===== src/rtl/frame_sequencer.sv =====
// frame_sequencer
// Runs one rendering frame after a frame_start pulse from the register target.
// It latches the base addresses and the triangle count, then issues one fetch
// request per triangle over a valid/ready channel. It limits the number of
// issued-but-not-completed triangles, counts completions, and raises an
// end-of-frame interrupt. It also builds the global_state status word.
//
// Ports
//   clk, reset         clock; asynchronous active-high reset
//   frame_start        single-cycle start pulse (accepted only in IDLE)
//   interrupt_ack      single-cycle irq acknowledge (accepted only in DONE)
//   triangles_count    triangles in the frame
//   base_addr_vertex   first vertex address
//   base_addr_color    first colour address
//   req_valid/ready    fetch request handshake
//   req_vertex_addr    vertex address of the current triangle
//   req_color_addr     colour address of the current triangle
//   req_index          0-based triangle index
//   done_valid         one pulse per completed triangle
//   irq                end-of-frame interrupt (level, high in DONE)
//   global_state       {completed[23:0], 2'b0, state, spurious, overrun, irq, busy}
//   frame_cycles       ISSUE+DRAIN cycle counter
//
// Optional build macro: FRAME_SEQUENCER_PERF_EN
//   When defined, frame_cycles is a saturating performance counter.
//   When undefined, frame_cycles is tied to 0.

module frame_sequencer #(
   parameter int MADDR_WIDTH     = 32,
   parameter int VERTEX_STRIDE   = 36,
   parameter int COLOR_STRIDE    = 12,
   parameter int MAX_OUTSTANDING = 4
) (
   input  logic                   clk,
   input  logic                   reset,
   input  logic                   frame_start,
   input  logic                   interrupt_ack,
   input  logic [31:0]            triangles_count,
   input  logic [MADDR_WIDTH-1:0] base_addr_vertex,
   input  logic [MADDR_WIDTH-1:0] base_addr_color,
   output logic                   req_valid,
   input  logic                   req_ready,
   output logic [MADDR_WIDTH-1:0] req_vertex_addr,
   output logic [MADDR_WIDTH-1:0] req_color_addr,
   output logic [31:0]            req_index,
   input  logic                   done_valid,
   output logic                   irq,
   output logic [31:0]            global_state,
   output logic [31:0]            frame_cycles
);

   typedef enum logic [1:0] {
      S_IDLE  = 2'd0,
      S_ISSUE = 2'd1,
      S_DRAIN = 2'd2,
      S_DONE  = 2'd3
   } state_t;

   localparam logic [3:0]             MAX_OUT = 4'(MAX_OUTSTANDING);
   localparam logic [MADDR_WIDTH-1:0] VSTEP   = MADDR_WIDTH'(VERTEX_STRIDE);
   localparam logic [MADDR_WIDTH-1:0] CSTEP   = MADDR_WIDTH'(COLOR_STRIDE);

   state_t                 state_q, state_d;
   logic [MADDR_WIDTH-1:0] vtx_q, col_q;
   logic [31:0]            idx_q, count_q;
   logic [3:0]             outst_q;
   logic [23:0]            completed_q;
   logic                   overrun_q, spurious_q;
   logic                   busy;

   logic start_acc, hs, last_hs, done_acc, spurious_evt;

   assign start_acc    = frame_start && (state_q == S_IDLE);
   assign hs           = req_valid && req_ready;
   assign last_hs      = hs && (idx_q == count_q - 32'd1);
   assign done_acc     = done_valid && (outst_q != 4'd0);
   assign spurious_evt = done_valid && (outst_q == 4'd0);

   // State register
   always_ff @(posedge clk or posedge reset) begin
      if (reset) state_q <= S_IDLE;
      else       state_q <= state_d;
   end

   // Next-state logic
   always_comb begin
      state_d = state_q;
      case (state_q)
         S_IDLE:  if (frame_start) state_d = (triangles_count == 32'd0) ? S_DONE : S_ISSUE;
         S_ISSUE: if (last_hs) state_d = S_DRAIN;
         S_DRAIN: if (outst_q == 4'd0) state_d = S_DONE;
         S_DONE:  if (interrupt_ack) state_d = S_IDLE;
         default: state_d = S_IDLE;
      endcase
   end

   // Output decode: depends only on registered state, never on req_ready
   always_comb begin
      req_valid = 1'b0;
      irq       = 1'b0;
      busy      = 1'b0;
      case (state_q)
         S_ISSUE: begin
            busy      = 1'b1;
            req_valid = (outst_q < MAX_OUT);
         end
         S_DRAIN: busy = 1'b1;
         S_DONE:  irq  = 1'b1;
         default: ;
      endcase
   end

   // Frame registers, in-flight tracking and error flags
   always_ff @(posedge clk or posedge reset) begin
      if (reset) begin
         vtx_q       <= '0;
         col_q       <= '0;
         idx_q       <= '0;
         count_q     <= '0;
         outst_q     <= '0;
         completed_q <= '0;
         overrun_q   <= 1'b0;
         spurious_q  <= 1'b0;
      end else begin
         if (start_acc) begin
            vtx_q   <= base_addr_vertex;
            col_q   <= base_addr_color;
            count_q <= triangles_count;
            idx_q   <= '0;
         end else if (hs) begin
            vtx_q <= vtx_q + VSTEP;
            col_q <= col_q + CSTEP;
            idx_q <= idx_q + 32'd1;
         end

         if (start_acc) outst_q <= '0;
         else begin
            case ({hs, done_acc})
               2'b10:   outst_q <= outst_q + 4'd1;
               2'b01:   outst_q <= outst_q - 4'd1;
               default: outst_q <= outst_q;
            endcase
         end

         if (start_acc) completed_q <= '0;
         else if (done_acc && (completed_q != '1)) completed_q <= completed_q + 24'd1;

         // Any start pulse that is not accepted counts as an overrun
         if (start_acc)        overrun_q <= 1'b0;
         else if (frame_start) overrun_q <= 1'b1;

         // A spurious completion in the same cycle as a start still flags
         if (spurious_evt)   spurious_q <= 1'b1;
         else if (start_acc) spurious_q <= 1'b0;
      end
   end

   assign req_vertex_addr = vtx_q;
   assign req_color_addr  = col_q;
   assign req_index       = idx_q;
   assign global_state    = {completed_q, 2'b00, state_q, spurious_q, overrun_q, irq, busy};

`ifdef FRAME_SEQUENCER_PERF_EN
   logic [31:0] cycles_q;

   always_ff @(posedge clk or posedge reset) begin
      if (reset)                              cycles_q <= '0;
      else if (start_acc)                     cycles_q <= '0;
      else if (busy && (cycles_q != '1))      cycles_q <= cycles_q + 32'd1;
   end

   assign frame_cycles = cycles_q;
`else
   assign frame_cycles = 32'd0;
`endif

endmodule

===== config.mk =====
export PLATFORM = sky130hd
export DESIGN_NAME = frame_sequencer
export DESIGN_NICKNAME = d
export VERILOG_FILES = /design/src/rtl/frame_sequencer.sv
export SDC_FILE = /design/constraint.sdc
export NUM_CORES = 1
export LEC_CHECK = 0
export ABC_AREA = 1
export BUFFER_PORTS_ARGS = -buffer_cell sky130_fd_sc_hd__buf_4
export CORE_MARGIN = 2
export CORE_UTILIZATION = 55
export CTS_BUF_LIST = sky130_fd_sc_hd__clkbuf_8 sky130_fd_sc_hd__clkbuf_16
export CTS_CLUSTER_DIAMETER = 120
export DETAILED_ROUTE_END_ITERATION = 8
export GPL_ROUTABILITY_DRIVEN = 0
export HOLD_SLACK_MARGIN = 0.05
export PLACE_DENSITY = 0.82
export SLEW_MARGIN = 20
export SYNTH_ARGS = -nofsm -noshare
export SYNTH_HDL_FRONTEND = slang
export SYNTH_SLANG_ARGS = --single-unit

===== constraint.sdc =====
create_clock -name clk -period 6.25 [get_ports clk]
set_input_delay 1.25 -clock clk [delete_from_list [all_inputs] [get_ports clk]]
set_output_delay 1.25 -clock clk [all_outputs]
set_load 0.02 [all_outputs]

==> flow_metrics.tcl, run 1 <==
set metrics [dict create \
    grt.total_usage 0.312 \
    port_buffers 229 \
    cts_num_sinks 160 \
    synth_flop_cell "dfrtp_1" \
    clock-root-buffer "clkbuf_16" \
    wl_um 31600 \
    critPathKind "in -> reg" \
    avgSynthCellArea_um2 7.16 \
    num_rows 50 \
    finalCriticalPeriod_ns 3.29 \
    cp_data_arrival_time_ns 3.58 \
    cts.hold.buffers_added 0 \
    synthesis.area_mm2 0.0106 \
    first_global_vias 10300 \
    post-cts-setup-buffers 0 \
    detail_route.wl_per_cell_um 16.1 \
    slew_headroom 0.265 \
    clock_latency_ns 0.44 \
    p_leak_uw 0.00627 \
    area_growth_pct 22.1 \
    synth_most_common_cell "nand2_1" \
    worst_ep_required_time_ns 6.54 \
    rsz0062_at_grt "no" \
    synth_seq_cells 160 \
    antenna_cells 0 \
    register_area_mm2 0.00400 \
    start_kind "primary input" \
    yosysSeqAreaShare 0.377 \
    multi_input_area_mm2 0.00563 \
    crit_path_max_fanout 82 \
    final_nets 1802 \
    cts_made_buffers 17 \
    synthArstFlopShare 1.00 \
    hold_class "reg -> reg" \
    fillers 1617 \
    synthTopCellsByArea "dfrtp_1 38%, nand2_1 13%, inv_1 5.9%" \
    grt_max_degree 107 \
    drt_iter0_markers 854 \
    power_density_mw_per_mm2 430 \
    synth_top_area_cell "dfrtp_1" \
    antenna_found_initial 0 \
    dp_hpwl_um 23100 \
    cts_tree "done" \
    fmax_mhz 304 \
    cts_resized 0 \
    gr-total-overflow 0 \
    peakVddDrop_mv 0.288 \
    fin_worst_skew_ns 0.0113 \
    endpoint_kind "flop" \
    timing.final.crit_share 0.527 \
    synthTopCellsByCount "365 x nand2_1, 168 x inv_1, 160 x dfrtp_1" \
    clock_path_buffers 2 \
    yosys_warnings 0 \
    grt_pass1_wl_um 50700 \
    ant_nets 0 \
    drc 0 \
    dpl_cell_area_mm2 0.0124 \
    final_hold_viol_count 0 \
    ys_types 57 \
    ios 264 \
    tightest_slew_ns 1.10 \
    dieHeight_um 143 \
    initial_core_util 0.564 \
    dieArea_mm2 0.0204 \
    status "finished, final reports clean" \
    clk_pin_slew_worst_paths_ns 0.07 \
    dr.pass1.iters 6 \
    tns_ns 0 \
    synth_edf_count 0 \
    synth_cells 1483 \
    synth_top_area_frac 0.377 \
    final_area_mm2 0.0130 \
    hold_ws_ns 0.485 \
    setup_violations 0 \
    final_max_slew_viol_count 0 \
    core-area_mm2 0.0188 \
    die_w_um 143 \
    htreeDepth 4 \
    max_cap_violations 0 \
    num_vias 10900 \
    drive_gt1_frac 0.190 \
    vias_per_cell 5.54 \
]
[area by class of cell]
cell class | instances | area share
Inverter | 177 | 0.0517
Tap cell | 260 | 0.0251
Clock buffer | 17 | 0.0328
Sequential cell | 160 | 0.309
Clock inverter | 15 | 0.0123
Multi-Input combinational cell | 1098 | 0.434
Timing Repair Buffer | 233 | 0.135
[metrics by stage]
step	utilization	cells	worst slack, ns	power [uW]
3_3_place_gp	0.658	1928	2.69	4400
5_1_grt	0.689	1960	2.76	5970
4_1_cts	0.689	1960	3.03	5560
6_report	0.689	1960	2.96	5570
3_5_place_dp	0.658	1928	2.59	4490
2_1_floorplan	-	1516	0.680	3600
[per-layer routing]
layer,up-vias,part of all wire,global-route usage
li1,5245,-,-
met1,5073,0.40,0.398
met2,485,0.48,0.515
met3,65,0.091,0.0785
met4,0,0.026,0.109
met5,-,0,0
[kinds of logic (layout without fill, tap and decap cells)]
kind of cell | after synthesis | in the layout | synth area share
muxes | 1 | 1 | 0.000942
AOI/OAI and AO/OA | 249 | 249 | 0.138
xor gates and xnor gates | 58 | 58 | 0.0478
DFF | 160 | 160 | 0.377
buffers and inverters | 258 | 442 | 0.105
adders and majority gates | 13 | 13 | 0.0160
and+or+nand+nor | 743 | 743 | 0.315
other | 1 | 34 | 0.000353
[report_power, final]
part	internal (uW)	total, uW	switching (uW)
sequential	1370	1830	458
clock	593	1050	454
combinational	982	2700	1710
total	2940	5570	2630
[critical path: stages]
cell and delay [ns]:
buf_4 0.13, nand2_4 0.57, clkinv_2 0.16, nor2_2 0.42, inv_1 0.50, o32ai_1 0.42, a31oi_1 0.07
[registers in the layout (all words and copies together), names as in the netlist]
name,flops
count_q,32
completed_q,24
req_index,32
req_vertex_addr,32
overrun_q,1
req_color_addr,32
state_q,2
spurious_q,1
outst_q,4
[placed cells by master (no fill, tap or decap), types with 5 or more instances in the layout]
master	Yosys	final
nand3b_1	6	6
a21oi_1	61	61
o211ai_1	12	12
xnor2_1	16	16
nor2_4	11	11
a211oi_1	5	5
o21a_1	5	5
nand2_1	365	364
nand3_1	66	66
inv_1	168	166
o31ai_1	7	7
o21ai_0	89	89
xor2_1	42	42
nor4_1	24	24
nor3_1	41	41
o21ai_1	17	17
nand4_1	41	41
nor2_1	151	151
nor2_2	9	9
conb_1	1	34
ha_1	12	12
buf_4	38	233
clkinv_2	0	5
nand2_2	7	7
dfrtp_1	160	160
inv_2	8	8
nand3_2	5	5
o221ai_1	8	8
a31oi_1	10	10
o22ai_1	14	14
nor3_2	5	5
clkbuf_16	0	17
[final timing paths]
path / start / end / slack, ns / cells after the start
worst min register to register: req_vertex_addr[1] / req_vertex_addr[1] / 0.49 / 2
worst max-delay path: frame_start / req_vertex_addr[10] / 2.96 / 7
worst min-delay path: req_vertex_addr[1] / req_vertex_addr[1] / 0.49 / 2
worst max register to register: state_q[0] / req_vertex_addr[10] / 3.09 / 8
min in group asynchronous: reset / completed_q[15] / 1.00 / 2
max in group asynchronous: reset / req_vertex_addr[21] / 3.98 / 3
Note: power is estimated with default switching activity, not from simulation.
==> inputs of run 2 (changes only) <==
--- a/config.mk
+++ b/config.mk
@@ -8,13 +8,13 @@
 export ABC_AREA = 1
 export BUFFER_PORTS_ARGS = -buffer_cell sky130_fd_sc_hd__buf_4
 export CORE_MARGIN = 2
-export CORE_UTILIZATION = 55
+export CORE_UTILIZATION = 49
 export CTS_BUF_LIST = sky130_fd_sc_hd__clkbuf_8 sky130_fd_sc_hd__clkbuf_16
 export CTS_CLUSTER_DIAMETER = 120
 export DETAILED_ROUTE_END_ITERATION = 8
 export GPL_ROUTABILITY_DRIVEN = 0
 export HOLD_SLACK_MARGIN = 0.05
-export PLACE_DENSITY = 0.82
+export PLACE_DENSITY = 0.77
 export SLEW_MARGIN = 20
 export SYNTH_ARGS = -nofsm -noshare
 export SYNTH_HDL_FRONTEND = slang
==> constraint.sdc (replaced) <==
create_clock -name clk -period 2.8 [get_ports clk]
set_input_delay 0.56 -clock clk [delete_from_list [all_inputs] [get_ports clk]]
set_output_delay 0.56 -clock clk [all_outputs]
set_load 0.02 [all_outputs]
==> run 2 against run 1 <==
Compared with the run above: design area grew 1.3%; non-clock buffer count grew 9; die area grew 12%; setup slack worse by 2.7 ns; via count is 0.44% higher; register-to-register slack lost 2.8 ns; critical path type is now reg -> reg; critical endpoint is now outst_q[3].
==> flow_metrics.tcl, run 2 (same netlist as run 1, synthesis figures left out) <==
set metrics [dict create \
    clock-root-buffer "clkbuf_16" \
    final_hold_viol_count 0 \
    dr.pass1.iters 8 \
    antenna_found_initial 0 \
    cp_data_arrival_time_ns 2.85 \
    start_kind "flop" \
    num_vias 10900 \
    fmax_mhz 396 \
    grt_max_degree 91 \
    gr-total-overflow 0 \
    cp_cell_sequence "inv_1, ha_1, nand3_4, inv_2, nor2_1, ha_1, a21oi_1, nand2_1, xor2_1, xor2_1, a22o_1" \
    crit_path_max_fanout 9 \
    r2r-end "outst_q[3]" \
    cts_made_buffers 17 \
    dp_cells 1952 \
    reg2reg_slack_ns 0.27 \
    max_cap_violations 0 \
    worst_ep_required_time_ns 3.12 \
    crit_path_top_delay_cell "dfrtp_1" \
    wl_um 32000 \
    cts_resized 0 \
    dp_hpwl_um 23500 \
    reg2reg_from "state_q[1]" \
    cts.hold.buffers_added 0 \
    path_buf_inv 2 \
    post-cts-setup-buffers 0 \
    slew_headroom 0.437 \
    rr_worst_depth 11 \
    crit_path_max_incr_delay_ns 0.42 \
    vias_per_cell 5.50 \
    cp.depth 11 \
    grt_pass1_wl_um 50300 \
    clk_pin_slew_worst_paths_ns 0.07 \
    die_w_um 151 \
    rsz0062_at_grt "no" \
    num_rows 53 \
    fin_cells 1984 \
    drt_iter0_markers 888 \
    cts_tree "done" \
    initial_core_util 0.502 \
    endpoint "outst_q[3]" \
    tns_ns 0 \
    drc 0 \
    core-area_mm2 0.0212 \
    hold_class "in -> async" \
    crit_path_start "state_q[1]" \
    detail_route.wl_per_cell_um 16.1 \
    ios 264 \
    grt.total_usage 0.279 \
    hold_ws_ns 0.264 \
    final_cell_mix "364 x nand2_1, 238 x buf_4, 166 x inv_1" \
    clock_latency_ns 0.44 \
    cts_num_sinks 160 \
    first_global_vias 10100 \
    power_density_mw_per_mm2 964 \
    endpoint_kind "flop" \
    status "finished, final reports clean" \
    area_growth_pct 23.7 \
    dieArea_mm2 0.0229 \
    finalCriticalPeriod_ns 2.53 \
    final_max_slew_viol_count 0 \
    dieHeight_um 151 \
    timing.final.crit_share 0.903 \
    p_leak_uw 0.00633 \
    antenna_cells 0 \
    drive_gt1_frac 0.194 \
    cp_top_family "adder cells" \
    clock_path_buffers 2 \
    htreeDepth 4 \
    final_nets 1811 \
    fin_worst_skew_ns 0.0118 \
    peakVddDrop_mv 0.629 \
    tightest_slew_ns 0.844 \
    final_common_cell "nand2_1" \
    port_buffers 229 \
    critPathKind "reg -> reg" \
    ant_nets 0 \
    setup_violations 0 \
]
==> run 2: area by class of cell <==
cell class / instances / area, um^2
sequential: 160 / 4000
clock inverter: 14 / 180
timing repair buffer: 242 / 1870
fill: 1865 / 8020
inverter: 177 / 669
multi-input combinational: 1098 / 5630
clock buffer: 18 / 439
tap: 275 / 344
==> run 2: worst register-to-register path: stages, from the launching register on <==
cell	delay [ns]
dfrtp_1	0.42
inv_1	0.11
ha_1	0.24
nand3_4	0.18
inv_2	0.05
nor2_1	0.31
ha_1	0.34
a21oi_1	0.16
nand2_1	0.09
xor2_1	0.16
xor2_1	0.15
a22o_1	0.20
==> run 2: stage by stage <==
stage	util	cell area (um^2)	total power, uW	setup WS, ns
detailed placement	0.592	12500	10100	0.331
CTS	0.621	13100	12600	0.307
floorplan	-	10800	8040	0.211
global placement	0.592	12500	9960	0.436
finish	0.621	13100	12700	0.273
global route	0.621	13100	13600	0.0999
==> run 2: where the power goes <==
| group | internal, uW | leakage (uW) | switching [uW] |
|---|---|---|---|
| sequential | 3060 | 0.00202 | 1010 |
| clock | 1440 | 0.000291 | 1040 |
| combinational | 2260 | 0.00401 | 3860 |
==> run 2: worst min-delay path by stage <==
stage | from | endpoint | slack (ns) | cells past startpoint
after floorplan | spurious_q | spurious_q | 0.45 | 2
after global placement | req_vertex_addr[1] | req_vertex_addr[1] | 0.46 | 2
after detailed placement | req_vertex_addr[0] | req_vertex_addr[0] | 0.47 | 2
after CTS | reset | completed_q[13] | 0.29 | 3
after global routing | reset | completed_q[11] | 0.28 | 3
final | reset | completed_q[11] | 0.26 | 3
==> run 2: routing by layer <==
layer	track usage	routed length [um]	share of wire
met1	0.361	13400	0.42
met2	0.461	15200	0.48
met3	0.0593	2600	0.081
met4	0.100	774	0.024
met5	0	0	0
